[src/rtl/fpu_issue_ctrl_if.sv]
// Decode-to-issue handshake plus EX/ME buffer control and operand-forwarding selects.
interface fpu_issue_ctrl_if #(
  parameter int ASIZE = 5,
  parameter int LATW  = 3
);
  logic             id_valid;
  logic [ASIZE-1:0] id_rs1;
  logic [ASIZE-1:0] id_rs2;
  logic [ASIZE-1:0] id_rd;
  logic             id_wr;
  logic [LATW-1:0]  id_lat;
  logic             flush;
  logic             id_ready;
  logic             ex_start;
  logic             exme_en;
  logic [ASIZE-1:0] exme_rd;
  logic [1:0]       fwd_a;
  logic [1:0]       fwd_b;
  logic             ex_busy;

  modport master (
    output id_valid, id_rs1, id_rs2, id_rd, id_wr, id_lat, flush,
    input  id_ready, ex_start, exme_en, exme_rd, fwd_a, fwd_b, ex_busy
  );

  modport slave (
    input  id_valid, id_rs1, id_rs2, id_rd, id_wr, id_lat, flush,
    output id_ready, ex_start, exme_en, exme_rd, fwd_a, fwd_b, ex_busy
  );
endinterface

[src/rtl/fpu_issue_ctrl.sv]
// Single-slot FPU issue controller: multi-cycle EX occupancy, RAW stall on the op in EX,
// and ME/WB destination tracking for operand forwarding.
module fpu_issue_ctrl #(
  parameter int ASIZE = 5,
  parameter int LATW  = 3
) (
  input logic           clk,
  input logic           rst_n,
  fpu_issue_ctrl_if.slave bus
);

  typedef enum logic {IDLE, EXEC} state_t;

  state_t           state, stateNext;
  logic [LATW-1:0]  cnt, cntNext;
  logic [ASIZE-1:0] exRd, exRdNext;
  logic             exWr, exWrNext;
  logic             meValid, wbValid;
  logic [ASIZE-1:0] meRd, wbRd;
  logic             hazard, accept, complete;
  logic [LATW-1:0]  latM1;

  function automatic logic [1:0] fwdSel(input logic [ASIZE-1:0] rs,
                                        input logic meV, input logic [ASIZE-1:0] meR,
                                        input logic wbV, input logic [ASIZE-1:0] wbR);
    if (meV && rs == meR)      return 2'b01;
    else if (wbV && rs == wbR) return 2'b10;
    else                       return 2'b00;
  endfunction

  // Outputs are gated by rst_n so they read 0 for the whole reset assertion.
  always_comb begin
    latM1     = (bus.id_lat == '0) ? '0 : bus.id_lat - LATW'(1);
    hazard    = bus.id_valid && (state == EXEC) && exWr &&
                (bus.id_rs1 == exRd || bus.id_rs2 == exRd);
    accept    = rst_n && bus.id_valid && !bus.flush && !hazard &&
                (state == IDLE || cnt == '0);
    complete  = rst_n && (state == EXEC) && (cnt == '0) && !bus.flush;
    stateNext = state;
    cntNext   = cnt;
    exRdNext  = exRd;
    exWrNext  = exWr;
    if (bus.flush) begin
      stateNext = IDLE;
      exWrNext  = 1'b0;
    end else if (accept) begin
      stateNext = EXEC;
      cntNext   = latM1;
      exRdNext  = bus.id_rd;
      exWrNext  = bus.id_wr;
    end else if (state == EXEC) begin
      if (cnt != '0) cntNext = cnt - LATW'(1);
      else           stateNext = IDLE;
    end
  end

  always_ff @(posedge clk or negedge rst_n) begin
    if (!rst_n) begin
      state <= IDLE;
      cnt   <= '0;
      exRd  <= '0;
      exWr  <= 1'b0;
    end else begin
      state <= stateNext;
      cnt   <= cntNext;
      exRd  <= exRdNext;
      exWr  <= exWrNext;
    end
  end

  always_ff @(posedge clk or negedge rst_n) begin
    if (!rst_n) begin
      meValid <= 1'b0;
      meRd    <= '0;
      wbValid <= 1'b0;
      wbRd    <= '0;
    end else begin
      meValid <= complete && exWr;
      if (complete) meRd <= exRd;
      wbValid <= meValid;
      wbRd    <= meRd;
    end
  end

  always_comb begin
    bus.id_ready = accept;
    bus.ex_start = accept;
    bus.exme_en  = complete;
    bus.exme_rd  = exRd;
    bus.ex_busy  = (state == EXEC);
    bus.fwd_a    = rst_n ? fwdSel(bus.id_rs1, meValid, meRd, wbValid, wbRd) : 2'b00;
    bus.fwd_b    = rst_n ? fwdSel(bus.id_rs2, meValid, meRd, wbValid, wbRd) : 2'b00;
  end

endmodule

[src/flat_wrapper.sv]
// flat-port wrapper written by rule: the top's interface ports become plain ports
module fpu_issue_ctrl_flat 
#(
  parameter int ASIZE = 5,
  parameter int LATW  = 3
)
  (clk, rst_n, bus_id_valid, bus_id_rs1, bus_id_rs2, bus_id_rd, bus_id_wr, bus_id_lat, bus_flush, bus_id_ready, bus_ex_start, bus_exme_en, bus_exme_rd, bus_fwd_a, bus_fwd_b, bus_ex_busy);
  fpu_issue_ctrl_if #(.ASIZE(ASIZE), .LATW(LATW)) bus_i ();
  input logic clk;
  input logic rst_n;
  input wire logic [$bits(bus_i.id_valid)-1:0] bus_id_valid;
  input wire logic [$bits(bus_i.id_rs1)-1:0] bus_id_rs1;
  input wire logic [$bits(bus_i.id_rs2)-1:0] bus_id_rs2;
  input wire logic [$bits(bus_i.id_rd)-1:0] bus_id_rd;
  input wire logic [$bits(bus_i.id_wr)-1:0] bus_id_wr;
  input wire logic [$bits(bus_i.id_lat)-1:0] bus_id_lat;
  input wire logic [$bits(bus_i.flush)-1:0] bus_flush;
  output wire logic [$bits(bus_i.id_ready)-1:0] bus_id_ready;
  output wire logic [$bits(bus_i.ex_start)-1:0] bus_ex_start;
  output wire logic [$bits(bus_i.exme_en)-1:0] bus_exme_en;
  output wire logic [$bits(bus_i.exme_rd)-1:0] bus_exme_rd;
  output wire logic [$bits(bus_i.fwd_a)-1:0] bus_fwd_a;
  output wire logic [$bits(bus_i.fwd_b)-1:0] bus_fwd_b;
  output wire logic [$bits(bus_i.ex_busy)-1:0] bus_ex_busy;
  assign bus_i.id_valid = bus_id_valid;
  assign bus_i.id_rs1 = bus_id_rs1;
  assign bus_i.id_rs2 = bus_id_rs2;
  assign bus_i.id_rd = bus_id_rd;
  assign bus_i.id_wr = bus_id_wr;
  assign bus_i.id_lat = bus_id_lat;
  assign bus_i.flush = bus_flush;
  assign bus_id_ready = bus_i.id_ready;
  assign bus_ex_start = bus_i.ex_start;
  assign bus_exme_en = bus_i.exme_en;
  assign bus_exme_rd = bus_i.exme_rd;
  assign bus_fwd_a = bus_i.fwd_a;
  assign bus_fwd_b = bus_i.fwd_b;
  assign bus_ex_busy = bus_i.ex_busy;
  fpu_issue_ctrl #(.ASIZE(ASIZE), .LATW(LATW)) u_core (.clk(clk), .rst_n(rst_n), .bus(bus_i));
endmodule
[config.mk]
export PLATFORM = sky130hd
export DESIGN_NAME = fpu_issue_ctrl_flat
export DESIGN_NICKNAME = d
export VERILOG_FILES = /design/src/rtl/fpu_issue_ctrl_if.sv /design/src/rtl/fpu_issue_ctrl.sv /design/src/flat_wrapper.sv
export SDC_FILE = /design/constraint.sdc
export NUM_CORES = 1
export LEC_CHECK = 0
export ABC_AREA = 0
export CAP_MARGIN = 25
export CORE_ASPECT_RATIO = 0.8
export CORE_MARGIN = 5
export CORE_UTILIZATION = 41
export CTS_CLUSTER_DIAMETER = 30
export DETAILED_ROUTE_END_ITERATION = 8
export GPL_ROUTABILITY_DRIVEN = 1
export HOLD_SLACK_MARGIN = 0.08
export PLACE_DENSITY = 0.82
export SETUP_SLACK_MARGIN = 0.05
export SYNTH_ARGS = -nofsm -noshare
export SYNTH_HDL_FRONTEND = slang
export SYNTH_SLANG_ARGS = --single-unit
[constraint.sdc]
create_clock -name clk -period 1.8 [get_ports clk]
set_input_delay 0.27 -clock clk [delete_from_list [all_inputs] [get_ports clk]]
set_output_delay 0.27 -clock clk [all_outputs]
set_load 0.02 [all_outputs]
### After elaboration in Yosys (flattened, before gate mapping)

Index checks and enable logic that the tools add are counted.
Widths: inputs -> output; s select.

| storage, ports and cells | value |
|---|---|
| register bits | 22 |
| input bits | 23 |
| word-level logic and storage cells | 61 |

| cells by class | value |
|---|---|
| add/sub/neg operators | 2 |
| equality and inequality tests | 6 |
| mux-type cells | 16 |
| bitwise operators | 2 |
| reductions and logical operators | 27 |

Operators with widths:

| operator | count |
|---|---|
| $eq 5x5->1 | 6 |
| $logic_and 1x1->1 | 15 |
| $mux 2 | 6 |
| $mux 3 | 4 |
| $logic_not 3->1 | 2 |
| $mux 1 | 6 |
| $reduce_bool 2->1 | 3 |
| $sub 3x1->3 const B | 2 |
| $reduce_and 3->1 | 1 |
| $reduce_bool 3->1 | 1 |
| $logic_not 1->1 | 2 |
| $logic_or 1x1->1 | 2 |
| $not 1->1 | 2 |
| $reduce_and 2->1 | 1 |

### Logic depth before layout (Yosys ltp)

| depth | value |
|---|---|
| depth after elaboration | 8 |
| mapped depth | 8 |
| gate-level depth less buffers | 8 |

### Least setup slack after synthesis

No wires, ideal clock.

| path | value |
|---|---|
| kind | register -> register |
| from | register u_core.cnt[0] |
| to | register u_core.exRd[0], in the netlist u_core.bus.exme_rd[0] |
| setup time | 125 ps |
| data arrival time | 1804 ps |
| required time | 1675 ps |
| slack | -129 ps |
| stages on the path, launching flop included | 8 |
| clock period less this slack | 1929 ps |
| cell sequence | dfrtp_1 > inv_1 > ha_1 > or2b_2 > and2_2 > nor4_4 > buf_6 > mux2_2 |

| between the ends | value |
|---|---|
| cells in the longest elaborated chain, start to end | 4 |

RTL lines:

| item | line | text |
|---|---|---|
| start, declared | fpu_issue_ctrl.sv:15 | `logic [LATW-1:0] cnt, cntNext;` |
| start signal, assigned | fpu_issue_ctrl.sv:65 | `cnt <= cntNext;` |
| $logic_not 3->1 | fpu_issue_ctrl.sv:37 | `(state == IDLE \|\| cnt == '0);` |
| $logic_or 1x1->1 | fpu_issue_ctrl.sv:37 |  |
| $logic_and 1x1->1 | fpu_issue_ctrl.sv:36 | `accept = rst_n && bus.id_valid && !bus.flush && !hazard &&` |
| via bus_ex_start | flat_wrapper.sv:19 | `output wire logic [$bits(bus_i.ex_start)-1:0] bus_ex_start;` |
| $reduce_and 2->1 (no line) | n/a |  |
| end signal, assigned | fpu_issue_ctrl.sv:66 | `exRd <= exRdNext;` |
| end, declared | fpu_issue_ctrl.sv:16 | `logic [ASIZE-1:0] exRd, exRdNext;` |

The timed path passes the listed nets, and every way through them passes these cells.
A chain may end at the register's enable or synchronous reset.

### Worst setup path in the final report

| path | value |
|---|---|
| from | register u_core.cnt[1] |
| to | output bus_ex_start |

| between the ends | value |
|---|---|
| cells in the longest elaborated chain, start to end | 3 |

RTL lines:

| item | line |
|---|---|
| $logic_not 3->1 | fpu_issue_ctrl.sv:37 |
| $logic_or 1x1->1 | fpu_issue_ctrl.sv:37 |
| $logic_and 1x1->1 | fpu_issue_ctrl.sv:36 |
| end, declared | flat_wrapper.sv:19 |

No other way between the ends.

==> metrics.txt <==
status=finished, violations left; failing checks=setup timing; num rows=18; die width=about 73 um; Clk pin slew, worst setup/hold paths=about 0.070 ns; Initial Util=a little over two fifths; Setup Viol. Count Final=15; Post-Layout Inst Area=between 2000 and 2500 sq um; Post-CTS Hold Buffers=0; CTS max path bufs=2; Root Buffer=clkbuf_8; largest net degree at the start of global routing=13; Die ar.=around 4400 sq um; Hold Vio Cnt, Final=0; # DRC=0; Internal Power=approximately 1.4 mW; area leader, netlist=dfrtp_1; initial antenna violation count=0; FMAX=512 MHz; reg2reg setup slack=-0.14 ns; Setup crit end kind=primary output; pwr/cell area=1030 nW/um^2; GR Overflow Total=0; Max-Cap Viols=0; Post-DRT Antenna Nets=0; initial DRC count=25; final worst slack=-0.151 ns; commonest cells in the synthesized netlist=22 x dfrtp_1, 22 x nand2_1, 18 x xnor2_1, 12 x xor2_1, 7 x inv_1; Syn Inst Count=125; Crit Path Category=reg -> out; Chip Height=about 60 um; Placed Cells=228; Cell Area, Placed=1930 sq um; Sw Share=around a third; actual slew at the worst max-slew pin=between 0.3 and 0.4 ns; Post-Layout Cell Count=around 240; Max VDD drop=between 0.5 and 0.6 mV; Most used DFF post-synth=dfrtp_1; crit share post-route=108%; Core Region=3060 sq um; P&R area growth vs syn=60.2%; CTS Buf Count=3; Worst R2R End=u_core.bus.exme_rd[4]; slew margin rel.=between 70 and 80%; Synth Warn #=0; top-area cell type share of the netlist area=42.7%; P_leak=0.997 nW; reg-to-reg startpoint=u_core.cnt[1]; GP Congestion=around 0.93; Vias/cell=approximately 5; Hold Crit Class=in -> async; DP HPWL=between 2000 and 3000 um; I/O pin cnt=36; Mapped Nets=between 150 and 200; Max FO, Critical Path=3; clk sinks=22; EDFF count, synth=0; Seq/Total Area, Yosys=between 40% and 50%; CP startpoint kind=register; synthesized area per cell=~10 sq um; Place WS=-0.706 ns; total track usage=about 17%; synthesized area=about 1300 sq um; Port-buffer cells=35; CTS tree=yes; asr flop ratio synth=100%; Clk pwr share=16.3%; Period minus WS final=1.95 ns; DR pass1 iterations=4; WP data arrival=~1.7 ns; RSZ-0062 raised after global routing=true; vias in the first global route=~1300; R2R depth=7; fraction of layout cells with a size suffix above 1=37.9%; layout net count=approximately 230; switching power=0.701 mW; Antenna Cells=0; Synth cell types=29; H-tree depth=1; Worst EP required=around 1.5 ns; sequential power share=37.0%; DR vias=about 1200; Comb pwr share=a little under half; Setup Skew=approximately 0.0015 ns; ranking of synthesized cells by area=dfrtp_1 43%, xnor2_1 12%, xor2_1 8.1%; DR WL/cell=~14 um; worst-skew pair later-pin latency=0.26 ns; Routed WL=3420 um; Final Max Slew Viols=0; setup_tns=-1.45 ns; first-pass GRT wire length=5700 um; number of synthesized register bits=22
worst max path at each step:
stage / to / from / slack (ns) / cells past startpoint
floorplan: u_core.bus.exme_rd[0] / u_core.cnt[0] / -0.05 / 7
global placement: bus_fwd_a[0] / bus_id_rs1[2] / -0.64 / 6
detailed placement: bus_fwd_a[0] / bus_id_rs1[2] / -0.71 / 6
CTS: bus_ex_start / u_core.cnt[0] / -0.15 / 6
global route: u_core.bus.exme_rd[4] / u_core.cnt[1] / -0.26 / 7
finish: bus_ex_start / u_core.cnt[1] / -0.15 / 6
sequential cells by signal, indices dropped and copies added (netlist names):
signal / flops
u_core.meValid: 1
u_core.meRd: 5
u_core.bus.ex_busy: 1
u_core.cnt: 3
u_core.wbValid: 1
u_core.wbRd: 5
u_core.exWr: 1
u_core.bus.exme_rd: 5
what timing repair did:
item | 4_1_cts | 5_1_grt
setup endpoints to repair | 16 | 17
pin swaps | 13 | 4
resized for setup | 59 | 5
setup buffers | 4 | 2
cloned | 0 | 0
worst max-delay path, cell delays in order (launching register included):
cell and delay (ns):
dfrtp_1 0.40, inv_2 0.09, ha_4 0.13, or2b_4 0.25, and2_4 0.17, nor4_4 0.19, buf_4 0.20
cell families after synthesis:
family                   Yosys count  share of synthesized area (%)
XOR/XNOR                          30                           20.4
AO/OA/AOI/OAI                      8                           5.53
multiplexers                       7                           5.92
flip-flops                        22                           42.7
AND/OR/NAND/NOR                   44                           17.8
buffers and inverters             10                           3.78
adder cells (fa/ha/maj)            4                           3.88
cell type report:
type | count | area, sq um
Fill cell | 239 | 996
Multi-Input combinational cell | 93 | 768
Tap cell | 40 | 50.0
Sequential cell | 22 | 557
Clock buffer | 4 | 55.1
Inverter | 7 | 26.3
Timing Repair Buffer | 72 | 611
layer usage:
| metal | vias to the layer above | part of all wire (%) | GRT usage [%] |
|---|---|---|---|
| met1 | 568 | 40 | 19.7 |
| met2 | 31 | 52 | 32.1 |
| met3 | 7 | 5.5 | 3.70 |
| met4 | 0 | 1.8 | 5.26 |
| met5 | - | 0 | 0 |
| li1 | 561 | - | - |
power groups by stage:
stage	registers, mW	logic, mW	clock network (mW)
floorplan	0.828	0.389	0
global placement	0.783	0.836	0
detailed placement	0.790	0.876	0
CTS	0.782	0.932	0.352
global route	0.802	1.08	0.375
finish	0.785	0.990	0.345
placed cells by master (no fill, tap or decap), drive strengths merged:
master         netlist  routed
xor2                12      12
or3                  1       1
nand2b               1       1
mux2i                2       2
nand4                4       4
o21bai               1       1
nor2                 3       3
and3                 2       2
clkbuf               1       4
a22oi                2       2
o31ai                1       1
nand2               22      22
clkdlybuf4s50        0      16
inv                  7       7
o21ai                1       1
or2b                 1       1
o31a                 1       1
xnor2               18      18
dlymetal6s2s         0       1
dfrtp               22      22
o311ai               1       1
nor4                 5       5
dlygate4sd2          0      11
ha                   4       4
and2                 4       4
nor3                 1       1
a32o                 1       1
mux2                 5       5
buf                  2      44
metrics by stage:
stage	total power, mW	utilization [%]	hold slack, ns
after detailed placement	1.67	62.9	0.395
after floorplan	1.22	-	-0.0256
after CTS	2.07	66.3	0.205
after global routing	2.25	67.5	0.211
final	2.12	67.5	0.200
after global placement	1.62	62.9	0.382
(Power assumes the default switching activity.)
